`src/rtl/soc_bus_pkg.sv`:
```
// rtl/soc_bus_pkg.sv - shared arbiter state encoding and transfer size codes
package soc_bus_pkg;

    typedef enum logic [1:0] {
        ST_IDLE  = 2'd0,
        ST_ISSUE = 2'd1,
        ST_WAIT  = 2'd2
    } arb_state_t;

    localparam logic [1:0] SZ_BYTE = 2'd0;
    localparam logic [1:0] SZ_HALF = 2'd1;
    localparam logic [1:0] SZ_WORD = 2'd2;
    localparam logic [1:0] SZ_RSVD = 2'd3;

endpackage

```
`src/rtl/arb_prio_pick.sv`:
```
// rtl/arb_prio_pick.sv - combinational lowest-index picker over unmasked valid bits
module arb_prio_pick #(
    parameter int N = 3
) (
    input  logic [N-1:0] valid,
    input  logic [N-1:0] mask,
    output logic [N-1:0] grant
);

    logic [N-1:0] eligible;
    logic         found;

    // A set mask bit removes that requester from this round only.
    always_comb begin
        grant    = '0;
        found    = 1'b0;
        eligible = valid & ~mask;
        for (int i = 0; i < N; i++) begin
            if (eligible[i] && !found) begin
                grant[i] = 1'b1;
                found    = 1'b1;
            end
        end
    end

endmodule

```
`src/rtl/spi_mem_arbiter.sv`:
```
// rtl/spi_mem_arbiter.sv - priority arbiter with requester-0 streak limit in front of a SPI memory controller
module spi_mem_arbiter
    import soc_bus_pkg::*;
#(
    parameter int NUM_REQ    = 3,
    parameter int MAX_STREAK = 4
) (
    input  logic                  clk,
    input  logic                  rst,
    input  logic [NUM_REQ-1:0]    req_valid,
    input  logic [NUM_REQ*32-1:0] req_addr,
    input  logic [NUM_REQ-1:0]    req_we,
    input  logic [NUM_REQ*32-1:0] req_wdata,
    input  logic [NUM_REQ*2-1:0]  req_size,
    output logic [NUM_REQ-1:0]    req_ready,
    output logic [NUM_REQ-1:0]    rsp_valid,
    output logic [31:0]           rsp_rdata,
    output logic                  m_valid,
    input  logic                  m_ready,
    output logic [31:0]           m_addr,
    output logic [31:0]           m_wdata,
    output logic                  m_we,
    output logic [1:0]            m_size,
    input  logic                  m_done,
    input  logic [31:0]           m_rdata,
    output logic                  busy
);

    localparam int               SW         = $clog2(MAX_STREAK + 1);
    localparam logic [SW-1:0]    STREAK_MAX = SW'(MAX_STREAK);
    localparam logic [SW-1:0]    STREAK_ONE = SW'(1);
    localparam logic [NUM_REQ-1:0] REQ0     = NUM_REQ'(1);

    arb_state_t          state_q, state_d;
    logic [SW-1:0]       streak_q, streak_d;
    logic [NUM_REQ-1:0]  owner_q, owner_d;
    logic [31:0]         m_addr_q, m_addr_d;
    logic [31:0]         m_wdata_q, m_wdata_d;
    logic                m_we_q, m_we_d;
    logic [1:0]          m_size_q, m_size_d;
    logic [NUM_REQ-1:0]  rsp_valid_q, rsp_valid_d;
    logic [31:0]         rsp_rdata_q, rsp_rdata_d;

    logic                others_valid;
    logic [NUM_REQ-1:0]  pick_mask;
    logic [NUM_REQ-1:0]  pick_grant;
    logic [31:0]         sel_addr, sel_wdata;
    logic                sel_we;
    logic [1:0]          sel_size;
    logic                complete;

    // Requester 0 sits out one round once its streak is spent and someone else waits.
    assign others_valid = |(req_valid & ~REQ0);
    assign pick_mask    = (streak_q == STREAK_MAX && others_valid) ? REQ0 : '0;

    arb_prio_pick #(.N(NUM_REQ)) u_pick (
        .valid (req_valid),
        .mask  (pick_mask),
        .grant (pick_grant)
    );

    always_comb begin
        sel_addr  = '0;
        sel_wdata = '0;
        sel_we    = 1'b0;
        sel_size  = '0;
        for (int i = 0; i < NUM_REQ; i++) begin
            if (pick_grant[i]) begin
                sel_addr  = req_addr[i*32 +: 32];
                sel_wdata = req_wdata[i*32 +: 32];
                sel_we    = req_we[i];
                sel_size  = req_size[i*2 +: 2];
            end
        end
    end

    always_comb begin
        state_d     = state_q;
        streak_d    = streak_q;
        owner_d     = owner_q;
        m_addr_d    = m_addr_q;
        m_wdata_d   = m_wdata_q;
        m_we_d      = m_we_q;
        m_size_d    = m_size_q;
        rsp_valid_d = '0;
        rsp_rdata_d = rsp_rdata_q;
        req_ready   = '0;
        m_valid     = 1'b0;
        complete    = 1'b0;

        case (state_q)
            ST_IDLE: begin
                if (|req_valid && !rst) begin
                    req_ready = pick_grant;
                    owner_d   = pick_grant;
                    m_addr_d  = sel_addr;
                    m_wdata_d = sel_wdata;
                    m_we_d    = sel_we;
                    m_size_d  = sel_size;
                    state_d   = ST_ISSUE;
                    if (pick_grant[0] && others_valid) begin
                        streak_d = (streak_q == STREAK_MAX) ? streak_q : streak_q + STREAK_ONE;
                    end else begin
                        streak_d = '0;
                    end
                end
            end
            ST_ISSUE: begin
                m_valid = 1'b1;
                if (m_ready) begin
                    if (m_done) begin
                        complete = 1'b1;
                    end else begin
                        state_d = ST_WAIT;
                    end
                end
            end
            ST_WAIT: begin
                if (m_done) begin
                    complete = 1'b1;
                end
            end
            default: state_d = ST_IDLE;
        endcase

        if (complete) begin
            state_d     = ST_IDLE;
            rsp_valid_d = owner_q;
            rsp_rdata_d = m_rdata;
        end
    end

    always_ff @(posedge clk or posedge rst) begin
        if (rst) begin
            state_q     <= ST_IDLE;
            streak_q    <= '0;
            owner_q     <= '0;
            m_addr_q    <= '0;
            m_wdata_q   <= '0;
            m_we_q      <= 1'b0;
            m_size_q    <= '0;
            rsp_valid_q <= '0;
            rsp_rdata_q <= '0;
        end else begin
            state_q     <= state_d;
            streak_q    <= streak_d;
            owner_q     <= owner_d;
            m_addr_q    <= m_addr_d;
            m_wdata_q   <= m_wdata_d;
            m_we_q      <= m_we_d;
            m_size_q    <= m_size_d;
            rsp_valid_q <= rsp_valid_d;
            rsp_rdata_q <= rsp_rdata_d;
        end
    end

    assign rsp_valid = rsp_valid_q;
    assign rsp_rdata = rsp_rdata_q;
    assign m_addr    = m_addr_q;
    assign m_wdata   = m_wdata_q;
    assign m_we      = m_we_q;
    assign m_size    = m_size_q;
    assign busy      = (state_q != ST_IDLE);

endmodule

```
`config.mk`:
```
export PLATFORM = sky130hd
export DESIGN_NAME = spi_mem_arbiter
export DESIGN_NICKNAME = d
export VERILOG_FILES = /design/src/rtl/soc_bus_pkg.sv /design/src/rtl/arb_prio_pick.sv /design/src/rtl/spi_mem_arbiter.sv
export SDC_FILE = /design/constraint.sdc
export NUM_CORES = 1
export LEC_CHECK = 0
export CORE_MARGIN = 8
export CORE_UTILIZATION = 35
export CTS_CLUSTER_DIAMETER = 150
export DETAILED_ROUTE_END_ITERATION = 10
export GPL_ROUTABILITY_DRIVEN = 0
export PLACE_DENSITY = 0.78
export REMOVE_ABC_BUFFERS = 1
export SLEW_MARGIN = 5
export SYNTH_ARGS = -nofsm -noshare
export SYNTH_HDL_FRONTEND = slang
export SYNTH_SLANG_ARGS = --single-unit
export TNS_END_PERCENT = 1
```
`constraint.sdc`:
```
create_clock -name clk -period 3.15 [get_ports clk]
set_input_delay 0.4725 -clock clk [delete_from_list [all_inputs] [get_ports clk]]
set_output_delay 0.4725 -clock clk [all_outputs]
set_load 0.01 [all_outputs]
```
Word level (Yosys, flattened, before mapping)
Index checks and enable logic that the tools add are counted.

Output and inout port bits: 107. Register bits after elaboration: 110. Logic and storage cells: 66.

$add $sub $neg: 1. Eq/ne operators: 8. Bitwise operators: 2. Multiplexer cells: 31. Reduce and logical (&&, ||, !) cells: 15.

Operator list (count): 32-bit two-way mux (6); 3-bit two-way mux (5); 2-bit two-way mux (7); 1-bit two-way mux (11); 3-bit != test (second input constant) (3); 2-bit one-hot mux with 3 select lines (1); 1-bit logical AND (5); 2-bit != test (second input constant) (2); 4-bit AND reduction (1); 3-bit by 1-bit adder with 3-bit output (second input constant) (1); 3-bit bitwise AND (1); 3-bit equality test (second input constant) (1); 1-bit logical NOT (3); 1-bit NOT with 3-bit output (1); 3-bit AND reduction (1); 3-bit OR reduction (1); 2-bit by 1-bit equality test with 1-bit output (second input constant) (1); 2-bit equality test (second input constant) (1); 2-bit logical NOT (1); 1-bit one-hot mux with 2 select lines (1); 2-bit AND reduction (1); 2-bit nonzero test (1); 2-bit OR reduction (1).

Depth between registers and ports, before layout
Word-level depth: 14. Depth in mapped cells: 8.

Hierarchy
A second synthesis with hierarchy kept.

Cell total of the unflattened synthesis: 516. Area total of the unflattened synthesis: 5755.5 µm².

Modules (own cells, without submodules): spi_mem_arbiter (area each 5711.7 µm², seq. area each 2752.6 µm², cells each 512, instances 1); arb_prio_pick (area each 43.8 µm², seq. area each 0.0 µm², cells each 4, instances 1).

Worst setup path before layout
Ideal clock, no wire load.

Path kind: register to output. From: reg streak_q[0]. To: out req_ready[2]. Buffers on the path: 1. Slack: 1.415 ns. Cell stages (with the launch flop): 7. Arrival: 1.263 ns. Path through: dfrtp_1 -> inv_1 -> ha_1 -> a21bo_2 -> nand2_2 -> buf_6 -> nor2_1.

Word-level cells in the longest chain between the ends: 14.

RTL lines: start: declaration (line spi_mem_arbiter.sv:35) `logic [SW-1:0] streak_q, streak_d;`; start signal: assignment (line spi_mem_arbiter.sv:146) `streak_q <= streak_d;`; 3-bit equality test * (line spi_mem_arbiter.sv:54) `assign pick_mask = (streak_q == STREAK_MAX && others_valid) ? REQ0 : '0;`; 1-bit logical AND * (line spi_mem_arbiter.sv:54); 1-bit two-way mux * (line spi_mem_arbiter.sv:54); 1-bit NOT with 3-bit output * (line arb_prio_pick.sv:17) `eligible = valid & ~mask;`; 3-bit bitwise AND * (line arb_prio_pick.sv:17); 1-bit two-way mux * (line arb_prio_pick.sv:19) `if (eligible[i] && !found) begin`; 1-bit logical NOT (line arb_prio_pick.sv:19); 1-bit logical AND (line arb_prio_pick.sv:19); 1-bit two-way mux * (line arb_prio_pick.sv:19); 1-bit logical NOT * (line arb_prio_pick.sv:19); 1-bit logical AND * (line arb_prio_pick.sv:19); 1-bit two-way mux * (line arb_prio_pick.sv:19); 3-bit two-way mux * (line spi_mem_arbiter.sv:93) `if (|req_valid && !rst) begin`; 3-bit two-way mux * (line spi_mem_arbiter.sv:91) `case (state_q)`; end: declaration (line spi_mem_arbiter.sv:15) `output logic [NUM_REQ-1:0] req_ready,`.

Mark *: on every way between the ends. The rest lies on a longest branch, timed or not.

Worst setup path in the final report
From: reg state_q[0]. To: out req_ready[2].

Word-level cells in the longest chain between the ends: 2.

RTL lines: start: declaration (line spi_mem_arbiter.sv:34) `arb_state_t state_q, state_d;`; start signal: assignment (line spi_mem_arbiter.sv:145) `state_q <= state_d;`; 2-bit logical NOT (line spi_mem_arbiter.sv:91); 3-bit two-way mux (line spi_mem_arbiter.sv:91).

No other way between the ends.

==> impl_metrics.yaml <==
run_status:
  status: "complete, no violations"
global_routing:
  antenna_found_initial: 0
  grt.total_usage: 0.205
  overflow: 0
  grt_first_pass_wirelength_mm: 35.1
  grt_max_degree: 69
  grt_pass1_vias: 5945
clocking:
  h-tree-depth: 3
  cts_tree: "built"
  clk_path_buf_depth: 2
  cts.sinks: 110
  cts_hold_buf: 0
  cts_resized: 0
  clock_latency_ns: 0.35
  cts_root_buf: "clkbuf_16"
  post_cts_buffers: 0
  cts_buffers: 9
  cts.clk_slew.worst_paths_ns: 0.07
placement:
  port_buffers: 346
  hpwl_mm: 16.9
power_and_ir_drop:
  seqPwrFrac: 0.338
  p_sw_frac: 0.350
  internal_power_w: 0.00472
  power_density_nw_per_um2: 740
  clkPwrFrac: 0.154
  p_sw_w: 0.00254
  combPwrFrac: 0.508
  vdd_ir_drop_max_mv: 0.438
  power_w: 0.00726
  p_leak_nw: 3.87
worst_setup_path:
  critical_path_class: "flop to output port"
  required_ns: 2.68
  critPathArrivalTime_ns: 2.24
  cp_max_fo: 8
  crit_path_start_kind: "flop"
  end_kind: "output port"
detailed_routing:
  wirelength_mm: 22.9
  via_per_inst: 5.15
  drc: 0
  ant_nets: 0
  vias: 5812
  wl_per_cell_um: 20.3
  first_iter_violations: 307
  firstDrtPassIters: 4
timing:
  report.final.slew_viol_count: 0
  slew_headroom: 0.337
  rsz0062_at_grt: "false"
  tightest_slew_ns: 0.995
  fmax_mhz: 369
  min_period_ns: 2.71
  setup_viol: 0
  fin_crit_sh: 0.861
  fin_worst_skew_ns: 0.00795
  finalHoldViolCount: 0
  hold_ws_ns: 0.480
layout:
  syn_to_final_growth_pct: 62.4
  diodes: 0
  drive_gt1_frac: 0.148
  n_fill_cell: 1536
  final_nets: 1144
yosys:
  synth_top_cells_by_count: "dfrtp_1, o21ai_1, nand2_1"
  ys_ff_latch: 110
  synth_cells: 584
  synthArstFlopShare: 1.00
  synth.most_common_cell: "dfrtp_1"
  syn_area_per_cell_um2: 10.4
  synth_edf_count: 0
  synth-seq-area-share: 0.455
  yosysTopAreaCellShare: 0.455
  netlist_area_um2: 6050
  synth.distinct_cells: 37
  ys_top_cells_by_area: "dfrtp_1, a2bb2oi_2, o21ai_1, mux2_2, a2bb2oi_1"
  synth_area_leader_cell: "dfrtp_1"
  synthFlopType: "dfrtp_1"
  yosysWarningCount: 0
floorplanning:
  core_um2: 17100
  start_util: 0.353
  die-area_um2: 21700
  ios: 347
  die-height_um: 147
  row_count: 48
  die_x_um: 147
hold_path:
  worstHoldPathType: "flop to flop"
run:
  maxCapViolCount: 0
[layout make-up]
type / instances / area [um2] / share of cell area
clock buffer: 9 / 225 / 0.0229
clock inverter: 7 / 57.6 / 0.00586
inverter: 8 / 32.5 / 0.00331
multi-input combinational: 411 / 2870 / 0.292
sequential: 110 / 2750 / 0.280
tap: 225 / 282 / 0.0287
timing repair buffer: 359 / 3610 / 0.367
[per-layer routing]
metal  vias up  GRT usage  wire (um)
met3        27     0.0819       2370
met5         -          0          0
met2       283      0.334      10900
met1      2758      0.244       9230
met4         0     0.0597        453
li1       2744          -          -
[registers in the layout, summed over array words and instances, names as in the netlist]
signal and count:
m_wdata 32, m_addr 32, owner_q 3, streak_q 3
state_q 2, m_size 2, rsp_rdata 32, rsp_valid 3
m_we 1
[layout by cell type (no fill, tap or decap), types with 2 or more instances in the layout]
cell             netlist  layout
clkdlybuf4s50_1        0     345
buf_12                 4       4
nor2_1                 3       3
clkinv_4               0       2
inv_1                  7       6
and2_1                 3       3
nand2b_1               2       2
clkinv_2               0       2
a21oi_2               31      30
nor3_4                 2       2
nand2_1               70      70
dfrtp_1              110     110
o21ai_0               57      57
a21o_1                 3       3
ha_1                   5       5
mux2_2                32      32
a2bb2oi_1             37      37
o21ai_1               82      82
a2bb2oi_2             30      30
clkbuf_16              0       9
a21oi_1               40      40
inv_8                  0       2
buf_4                  8      10
[through the flow]
stage	worst slack (ns)	cell area, um2	setup TNS [ns]	std cells	util
after floorplan	-1.05	5640	-72.11	529	-
after global placement	0.479	9540	0	1113	0.557
after detailed placement	0.467	9540	0	1113	0.557
after CTS	0.413	9820	0	1129	0.574
after global routing	0.259	9820	0	1129	0.574
final	0.437	9820	0	1129	0.574
[power groups by stage]
stage	logic, W	registers (W)	clock network (W)
floorplan	0.00126	0.00277	0
global placement	0.00369	0.00245	0
detailed placement	0.00375	0.00248	0
CTS	0.00376	0.00246	0.00116
global route	0.00399	0.00254	0.00121
finish	0.00369	0.00245	0.00112
[path summary, 6_finish.rpt]
check,start,endpoint,slack (ns),depth (start not counted)
max,state_q[0],req_ready[2],0.44,6
min,owner_q[2],owner_q[2],0.48,1
max reg2reg,streak_q[0],m_addr[4],1.02,7
min reg2reg,owner_q[2],owner_q[2],0.48,1
max in group asynchronous,rst,m_wdata[15],1.83,3
min in group asynchronous,rst,owner_q[0],0.60,2
[worst max-delay path: stages, from the launching register on]
cell,delay [ns]
dfrtp_1,0.39
inv_1,0.11
ha_1,0.19
nor2b_1,0.27
nand2b_4,0.12
nor2_1,0.20
clkdlybuf4s50_1,0.61
[cells by family (layout without fill, tap and decap cells)]
kind of cell | after synthesis | count (layout) | synth area share
compound gates | 285 | 285 | 0.334
flops | 110 | 110 | 0.455
simple gates | 88 | 88 | 0.0664
buf+inv | 63 | 383 | 0.0734
mux | 33 | 33 | 0.0612
fa+ha+maj | 5 | 5 | 0.0103
Note: power is estimated with default switching activity, not from simulation.
